===== src/rtl/uart_receiver_fsm_pkg.sv =====
`default_nettype none
// ============================================================================
//  Module   : uart_pkg
//  Purpose  : Shared UART definitions for the receiver (and the matching
//             transmitter): frame constants, receiver state encoding and the
//             parity helper used on both ends of the link.
//  Revision : 1.0 - initial release
// ============================================================================
package uart_pkg;

   localparam int   UART_DATA_BITS = 8;
   localparam logic UART_IDLE_LVL  = 1'b1;
   localparam logic UART_START_LVL = 1'b0;

   typedef enum logic [2:0] {
      IDLE   = 3'd0,
      START  = 3'd1,
      DATA   = 3'd2,
      PARITY = 3'd3,
      STOP   = 3'd4,
      DONE   = 3'd5
   } rx_state_t;

   // Even-XOR parity when enabled, otherwise the parity slot is a fixed mark.
   function automatic logic uart_parity(input logic                      pbit_ena,
                                        input logic [UART_DATA_BITS-1:0] data);
      return pbit_ena ? ^data : 1'b1;
   endfunction

endpackage
`default_nettype wire


===== src/rtl/uart_receiver_fsm_if.sv =====
`default_nettype none
// ============================================================================
//  Module   : uart_receiver_fsm_if
//  Purpose  : Bundle of the receiver's control, serial line and result signals.
//  Ports    : ena, PbitEna, Rxin          - driven by the master (system side)
//             RxData, RxValid, ParityErr,
//             FrameErr, Rxo               - driven by the slave (receiver)
//  Revision : 1.0 - initial release
// ============================================================================
interface uart_receiver_fsm_if;
   import uart_pkg::*;

   logic                      ena;
   logic                      PbitEna;
   logic                      Rxin;
   logic [UART_DATA_BITS-1:0] RxData;
   logic                      RxValid;
   logic                      ParityErr;
   logic                      FrameErr;
   logic                      Rxo;

   modport master (
      output ena, PbitEna, Rxin,
      input  RxData, RxValid, ParityErr, FrameErr, Rxo
   );

   modport slave (
      input  ena, PbitEna, Rxin,
      output RxData, RxValid, ParityErr, FrameErr, Rxo
   );

endinterface
`default_nettype wire


===== src/rtl/uart_rx_sync.sv =====
`default_nettype none
// ============================================================================
//  Module   : uart_rx_sync
//  Purpose  : Two-flop synchronizer for the asynchronous serial line, with an
//             optional 2-of-3 majority voter over consecutive synchronized
//             samples (macro UART_RX_MAJORITY_EN).
//  Ports    : clk, rst_n  - clock, asynchronous active-low reset
//             i_rxin      - raw serial line
//             o_rx_s      - synchronized line (2-clk latency)
//             o_rx_bit    - bit decision value: o_rx_s, or the vote of the
//                           current and two previous o_rx_s samples
//  Revision : 1.0 - initial release
// ============================================================================
module uart_rx_sync (
   input  wire logic clk,
   input  wire logic rst_n,
   input  wire logic i_rxin,
   output logic      o_rx_s,
   output logic      o_rx_bit
);

   logic r_meta;
   logic r_sync;

   // Flops reset to the idle (mark) level so reset never looks like a start.
   always_ff @(posedge clk or negedge rst_n) begin
      if (!rst_n) begin
         r_meta <= 1'b1;
         r_sync <= 1'b1;
      end else begin
         r_meta <= i_rxin;
         r_sync <= r_meta;
      end
   end

   assign o_rx_s = r_sync;

`ifdef UART_RX_MAJORITY_EN
   logic r_d1;
   logic r_d2;

   always_ff @(posedge clk or negedge rst_n) begin
      if (!rst_n) begin
         r_d1 <= 1'b1;
         r_d2 <= 1'b1;
      end else begin
         r_d1 <= r_sync;
         r_d2 <= r_d1;
      end
   end

   // Vote over the samples at now, now-1 and now-2: a decision taken at
   // tick mid+1 covers ticks mid-1..mid+1.
   assign o_rx_bit = (r_sync & r_d1) | (r_sync & r_d2) | (r_d1 & r_d2);
`else
   assign o_rx_bit = r_sync;
`endif

endmodule
`default_nettype wire


===== src/rtl/uart_receiver_fsm.sv =====
`default_nettype none
// ============================================================================
//  Module   : uart_receiver_fsm
//  Purpose  : Oversampling UART receiver: start, 8 data bits LSB first, one
//             parity bit, STOP_BITS_CHECKED stop bits. Delivers the byte with a
//             one-clk valid strobe, parity/frame error flags and a one-clk
//             resync pulse (Rxo) for the transmitter on any error.
//  Config   : UART_RX_MAJORITY_EN - 2-of-3 majority bit decisions.
//  Ports    : clk    - system clock
//             rst_n  - asynchronous active-low reset
//             bus    - uart_receiver_fsm_if.slave
//                      (ena, PbitEna, Rxin in; RxData, RxValid, ParityErr,
//                       FrameErr, Rxo out)
//  Revision : 1.0 - initial release
// ============================================================================
module uart_receiver_fsm
   import uart_pkg::*;
#(
   parameter int CLKS_PER_BIT      = 16,
   parameter int STOP_BITS_CHECKED = 1
) (
   input  wire logic            clk,
   input  wire logic            rst_n,
   uart_receiver_fsm_if.slave   bus
);

   localparam int c_TICK_W = $clog2(CLKS_PER_BIT);
   localparam logic [c_TICK_W-1:0] c_TICK_LAST = c_TICK_W'(CLKS_PER_BIT - 1);
   localparam logic [c_TICK_W-1:0] c_TICK_ONE  = c_TICK_W'(1);
   localparam logic [2:0]          c_STOP_LAST = 3'(STOP_BITS_CHECKED - 1);
   localparam logic [2:0]          c_BIT_LAST  = 3'(UART_DATA_BITS - 1);

   // The voted build decides one clk after the mid-bit sample. Only the start
   // decision moves; the START->DATA transition then lands one clk later, so
   // every following decision at CLKS_PER_BIT-1 is again one clk after the
   // true mid-bit and the bit period stays aligned.
`ifdef UART_RX_MAJORITY_EN
   localparam logic [c_TICK_W-1:0] c_TICK_START = c_TICK_W'(CLKS_PER_BIT / 2);
`else
   localparam logic [c_TICK_W-1:0] c_TICK_START = c_TICK_W'(CLKS_PER_BIT / 2 - 1);
`endif

   rx_state_t                 r_state;
   rx_state_t                 w_state_nxt;
   logic [c_TICK_W-1:0]       r_tick;
   logic [2:0]                r_bit_idx;
   logic [2:0]                r_stop_cnt;
   logic [UART_DATA_BITS-1:0] r_shift;
   logic                      r_par_bad;
   logic                      r_frm_bad;
   logic                      r_wait_high;

   logic                      w_rx_s;
   logic                      w_bit;
   logic                      w_sample;
   logic                      w_par_bad_nxt;
   logic                      w_frm_bad_nxt;
   logic                      w_enter_done;

   logic [UART_DATA_BITS-1:0] r_rx_data;
   logic                      r_rx_valid;
   logic                      r_parity_err;
   logic                      r_frame_err;
   logic                      r_rxo;

   uart_rx_sync u_sync (
      .clk      (clk),
      .rst_n    (rst_n),
      .i_rxin   (bus.Rxin),
      .o_rx_s   (w_rx_s),
      .o_rx_bit (w_bit)
   );

   // ------------------------------------------------------------------ state
   always_ff @(posedge clk or negedge rst_n) begin
      if (!rst_n) r_state <= IDLE;
      else        r_state <= w_state_nxt;
   end

   // ------------------------------------------------------------- next state
   always_comb begin
      w_state_nxt = r_state;
      if (!bus.ena) begin
         w_state_nxt = IDLE;
      end else begin
         case (r_state)
            IDLE: begin
               // After a framing error the line must go idle before re-arming.
               if (!r_wait_high && (w_rx_s == UART_START_LVL))
                  w_state_nxt = START;
            end
            START: begin
               if (r_tick == c_TICK_START)
                  w_state_nxt = (w_bit == UART_START_LVL) ? DATA : IDLE;
            end
            DATA: begin
               if ((r_tick == c_TICK_LAST) && (r_bit_idx == c_BIT_LAST))
                  w_state_nxt = PARITY;
            end
            PARITY: begin
               if (r_tick == c_TICK_LAST)
                  w_state_nxt = STOP;
            end
            STOP: begin
               if ((r_tick == c_TICK_LAST) && (r_stop_cnt == c_STOP_LAST))
                  w_state_nxt = DONE;
            end
            DONE:    w_state_nxt = IDLE;
            default: w_state_nxt = IDLE;
         endcase
      end
   end

   // ----------------------------------------------------- output / flag comb
   always_comb begin
      w_sample      = (r_tick == c_TICK_LAST);
      w_par_bad_nxt = r_par_bad;
      w_frm_bad_nxt = r_frm_bad;
      if ((r_state == PARITY) && w_sample &&
          (w_bit != uart_parity(bus.PbitEna, r_shift)))
         w_par_bad_nxt = 1'b1;
      if ((r_state == STOP) && w_sample && (w_bit != UART_IDLE_LVL))
         w_frm_bad_nxt = 1'b1;
      // Only STOP leads to DONE and ena low forces IDLE, so this is the
      // single clk on which a completed frame is published.
      w_enter_done  = (w_state_nxt == DONE);
   end

   // --------------------------------------------------------------- datapath
   always_ff @(posedge clk or negedge rst_n) begin
      if (!rst_n) begin
         r_tick      <= '0;
         r_bit_idx   <= '0;
         r_stop_cnt  <= '0;
         r_shift     <= '0;
         r_par_bad   <= 1'b0;
         r_frm_bad   <= 1'b0;
         r_wait_high <= 1'b0;
      end else begin
         if ((w_state_nxt != r_state) || (r_state == IDLE) || (r_tick == c_TICK_LAST))
            r_tick <= '0;
         else
            r_tick <= r_tick + c_TICK_ONE;

         if (r_state != DATA)
            r_bit_idx <= '0;
         else if (w_sample)
            r_bit_idx <= r_bit_idx + 3'd1;

         if ((r_state == DATA) && w_sample)
            r_shift[r_bit_idx] <= w_bit;

         if (r_state != STOP)
            r_stop_cnt <= '0;
         else if (w_sample)
            r_stop_cnt <= r_stop_cnt + 3'd1;

         if (!bus.ena || (r_state == IDLE)) begin
            r_par_bad <= 1'b0;
            r_frm_bad <= 1'b0;
         end else begin
            r_par_bad <= w_par_bad_nxt;
            r_frm_bad <= w_frm_bad_nxt;
         end

         if (w_enter_done && w_frm_bad_nxt)
            r_wait_high <= 1'b1;
         else if ((r_state == IDLE) && (w_rx_s == UART_IDLE_LVL))
            r_wait_high <= 1'b0;
      end
   end

   // -------------------------------------------------------- registered outs
   always_ff @(posedge clk or negedge rst_n) begin
      if (!rst_n) begin
         r_rx_data    <= '0;
         r_rx_valid   <= 1'b0;
         r_parity_err <= 1'b0;
         r_frame_err  <= 1'b0;
         r_rxo        <= 1'b0;
      end else begin
         r_rx_valid <= w_enter_done;
         r_rxo      <= w_enter_done & (w_par_bad_nxt | w_frm_bad_nxt);
         if (w_enter_done) begin
            r_rx_data    <= r_shift;
            r_parity_err <= w_par_bad_nxt;
            r_frame_err  <= w_frm_bad_nxt;
         end
      end
   end

   assign bus.RxData    = r_rx_data;
   assign bus.RxValid   = r_rx_valid;
   assign bus.ParityErr = r_parity_err;
   assign bus.FrameErr  = r_frame_err;
   assign bus.Rxo       = r_rxo;

endmodule
`default_nettype wire


===== src/flat_wrapper.sv =====
// flat-port wrapper written by rule: the top's interface ports become plain ports
module uart_receiver_fsm_flat import uart_pkg::*;
#(
   parameter int CLKS_PER_BIT      = 16,
   parameter int STOP_BITS_CHECKED = 1
)
  (clk, rst_n, bus_ena, bus_PbitEna, bus_Rxin, bus_RxData, bus_RxValid, bus_ParityErr, bus_FrameErr, bus_Rxo);
  uart_receiver_fsm_if bus_i ();
  input  wire logic clk;
  input  wire logic rst_n;
  input wire logic [$bits(bus_i.ena)-1:0] bus_ena;
  input wire logic [$bits(bus_i.PbitEna)-1:0] bus_PbitEna;
  input wire logic [$bits(bus_i.Rxin)-1:0] bus_Rxin;
  output wire logic [$bits(bus_i.RxData)-1:0] bus_RxData;
  output wire logic [$bits(bus_i.RxValid)-1:0] bus_RxValid;
  output wire logic [$bits(bus_i.ParityErr)-1:0] bus_ParityErr;
  output wire logic [$bits(bus_i.FrameErr)-1:0] bus_FrameErr;
  output wire logic [$bits(bus_i.Rxo)-1:0] bus_Rxo;
  assign bus_i.ena = bus_ena;
  assign bus_i.PbitEna = bus_PbitEna;
  assign bus_i.Rxin = bus_Rxin;
  assign bus_RxData = bus_i.RxData;
  assign bus_RxValid = bus_i.RxValid;
  assign bus_ParityErr = bus_i.ParityErr;
  assign bus_FrameErr = bus_i.FrameErr;
  assign bus_Rxo = bus_i.Rxo;
  uart_receiver_fsm #(.CLKS_PER_BIT(CLKS_PER_BIT), .STOP_BITS_CHECKED(STOP_BITS_CHECKED)) u_core (.clk(clk), .rst_n(rst_n), .bus(bus_i));
endmodule

===== config.mk =====
export PLATFORM = sky130hd
export DESIGN_NAME = uart_receiver_fsm_flat
export DESIGN_NICKNAME = d
export VERILOG_FILES = /design/src/rtl/uart_receiver_fsm_pkg.sv /design/src/rtl/uart_receiver_fsm_if.sv /design/src/rtl/uart_rx_sync.sv /design/src/rtl/uart_receiver_fsm.sv /design/src/flat_wrapper.sv
export SDC_FILE = /design/constraint.sdc
export NUM_CORES = 1
export LEC_CHECK = 0
export ABC_AREA = 1
export BUFFER_PORTS_ARGS = -buffer_cell sky130_fd_sc_hd__buf_2
export CORE_ASPECT_RATIO = 2
export CORE_UTILIZATION = 40
export DETAILED_ROUTE_END_ITERATION = 10
export MAX_ROUTING_LAYER = met4
export REMOVE_ABC_BUFFERS = 1
export SLEW_MARGIN = 10
export SYNTH_ARGS = -nofsm -noshare
export SYNTH_HDL_FRONTEND = slang
export SYNTH_SLANG_ARGS = --single-unit

===== constraint.sdc =====
create_clock -name clk -period 1.9 [get_ports clk]
set_input_delay 0.38 -clock clk [delete_from_list [all_inputs] [get_ports clk]]
set_output_delay 0.38 -clock clk [all_outputs]
set_load 0.02 [all_outputs]

==> summary.txt <==
Run status
  – Status: finished clean

Worst setup path
  – Crit Path Max Fanout: 7
  – Crit path launch type: flop
  – Max incr delay on CP: 0.38 ns
  – Slowest cell on crit path: dfrtp_1
  – Worst setup EP type: flop
  – WS Path Type: flop to flop
  – Critical Path AT: 1.94 ns
  – Worst reg2reg setup slack: 0.16 ns
  – Crit-path cells: ha_2 > nand3_4 > inv_2 > nand2_1 > a21oi_2 > inv_2 > a21oi_1 > nand2_1 > nor3_1
  – CP required: 2.11 ns

Floorplan
  – I/O pins: 17
  – Core area: 4600 µm²
  – Die area: 5120 µm²
  – Row count: 35
  – Die H: 100 µm
  – Die X: 51.1 µm
  – Initial Util: 41.9%

GRT
  – Overall Global Routing Usage: 18.0%
  – Pin count of the biggest net entering global routing: 22
  – Total congestion overflow: 0
  – Initial antenna violation count: 0
  – First-pass GRT wire length: 6640 µm
  – Vias in the first global route: 1580

Timing
  – Slew @ Worst Pin: 0.416 ns
  – Hold Fails Final Rpt: 0
  – Fin crit share: 91.3%
  – RSZ-0062 raised after global routing: yes
  – Clock skew: 0.00901 ns
  – Final setup vio count: 0
  – Fmax: 0.576 GHz
  – Fin Hold WS: 0.0111 ns
  – Relative slew slack: 72.2%
  – Max Transition Viols Final: 0
  – Tmin final: 1.74 ns

Cells and area
  – Util after Layout: 47.8%
  – Share of post-route cells with drive strength above 1: 20.5%
  – # diodes: 0
  – Area growth, synth to finish: 14.0%
  – Nets: 273
  – Post-Layout Inst Area: 2200 µm²

Pwr
  – Pwr/cell area: 644 nW/µm²
  – VDD IR-drop max: 0.000488 V
  – Leakage power: 1.16 nW

Detailed routing
  – Routed WL per cell: 11.7 µm
  – Met2 WL post-DR: 2100 µm
  – Detail Route met3 WL: 88 µm
  – Total wire length: 3710 µm
  – DR vias: 1535
  – Max Used Layer: met4
  – Post-DRT Antenna Nets: 0
  – DRC Markers: 0
  – M1 WL: 1330 µm
  – Via density per instance: 4.83
  – DRT Pass-1 Iters: 4
  – Initial DRC count: 16

Yosys
  – Post-synthesis mux area share: 0%
  – Synthesized flop and latch total: 38
  – Synth Area in Simple Gates: 30.7%
  – Post-synthesis compound-gate area fraction: 8.70%
  – Share of synthesized registers carrying an async set or reset: 100%
  – Main combinational cell family by area after synthesis: simple AND/OR/NAND/NOR gates
  – Ys Warns: 0
  – Most frequent cell after synthesis: nand2_1
  – Synth top area cells: dfrtp_1 47%, nand2_1 17%, inv_1 5.1%
  – Share of the synthesized area in the top cell type: 46.8%
  – Cell count after synthesis: 236
  – XOR/XNOR Fraction of Synth Area: 0.909%
  – Post-synth top cells: 89 x nand2_1, 36 x dfrtp_1, 26 x inv_1, 14 x nor2_1, 13 x nand3_1
  – Netlist Area Pre-Place: 1930 µm²
  – Syn_area_per_cell: 8.16 µm²
  – Yosys top cell by area: dfrtp_1
  – Post-synth EDFFs: 0
  – Top FF cell, synth: dfrtp_1
  – Adder-cell share of the synthesized area: 3.25%
  – Yosys cell types: 27
  – Sequential area share after synthesis: 49.5%

Job
  – Max-cap violations: 0

Placed design
  – Placed Area: 2100 µm²
  – Dpl hpwl: 2970 µm
  – GP Congestion: 0.986
  – IO buf count: 16

Clocking
  – CTS Buf Count: 5
  – Root buffer cell: clkbuf_8
  – Sink Count: 38
  – Clk pin slew, worst setup/hold paths: 0.08 ns
  – CTS Buffer Depth: 2
  – Clock tree from TritonCTS: built
  – H-tree Lvls: 2
  – Hold buffer count at cts: 0
  – Clock Latency Late Sink: 0.29 ns

Min path
  – Hold Crit Class: input pin to async pin
## cells by family after synthesis
family / after synthesis
and+or+nand+nor: 133
adders and majority gates: 5
buffers and inverters: 32
DFF: 38
AOI/OAI and AO/OA: 26
xor gates and xnor gates: 2
## cells in the final DEF (no fill, tap or decap), types with 2 or more instances in the layout
cell,count
ha_1,4
nor3_1,7
clkbuf_8,5
buf_4,4
o21ai_2,8
nor2_4,2
clkinv_2,2
a21oi_1,7
o21ai_0,9
buf_2,16
inv_1,25
nand2_1,89
nand3_1,13
nand4_1,2
dfstp_2,2
nor2_1,14
dfrtp_1,36
inv_2,5
## worst max-delay path, delay by kind of cell, from the launching register on
| family | cells | cell delay (ns) |
|---|---|---|
| buffers and inverters | 2 | 0.19 |
| and+or+nand+nor | 4 | 0.54 |
| AOI/OAI and AO/OA | 2 | 0.31 |
| DFF | 1 | 0.38 |
| adders and majority gates | 1 | 0.23 |
## sequential cells by signal, summed over array words and instances (netlist names)
name                    flops
u_core.r_par_bad            1
u_core.r_bit_idx            3
u_core.bus.ParityErr        1
u_core.r_tick               4
u_core.bus.FrameErr         1
u_core.u_sync.r_meta        1
u_core.r_wait_high          1
u_core.r_shift              8
u_core.bus.RxData           8
u_core.bus.RxValid          1
u_core.u_sync.o_rx_bit      1
u_core.r_stop_cnt           3
u_core.bus.Rxo              1
u_core.r_state              3
u_core.r_frm_bad            1
## per-layer routing
layer	up-vias	global-route usage, %
li1	794	-
met1	703	15.4
met2	24	33.4
met3	14	3.18
met4	0	11.8
met5	-	-
## power by group
part           switching (mW)  internal, mW
combinational          0.0499        0.0210
clock                   0.273         0.246
sequential            0.00780         0.817
total                   0.331          1.08
## path summary, 6_finish.rpt
path / depth (start not counted) / from / to
worst min register to register: 0 / u_core.u_sync.r_meta / u_core.u_sync.o_rx_bit
worst max register to register: 9 / u_core.r_tick[0] / u_core.r_tick[0]
min in group clk: 1 / bus_Rxin / u_core.u_sync.r_meta
worst max-delay path: 9 / u_core.r_tick[0] / u_core.r_tick[0]
worst min-delay path: 1 / rst_n / u_core.r_shift[4]
max in group asynchronous: 2 / rst_n / u_core.bus.FrameErr
## final cells by class
class                      instances  area, µm²
fill                             485       2400
sequential                        38        953
multi-input combinational        166        847
timing repair buffer              21        130
inverter                          31        119
clock buffer                       5       68.8
tap                               55       68.8
clock inverter                     2       10.0
## timing repair
item | CTS | global route
gates resized for setup | 0 | 3
setup endpoints to repair | 0 | 14
buffers inserted | 0 | 1
## stage by stage
step	total power, mW	setup WS (ns)	TNS (ns)	std cells
global route	1.48	-0.0309	-0.0358	318
finish	1.42	0.165	0	318
global placement	0.913	0.157	0	310
detailed placement	0.913	0.113	0	310
floorplan	0.875	0.271	0	235
CTS	1.44	0.0815	0	317
Power figures use the tool's default switching activity.
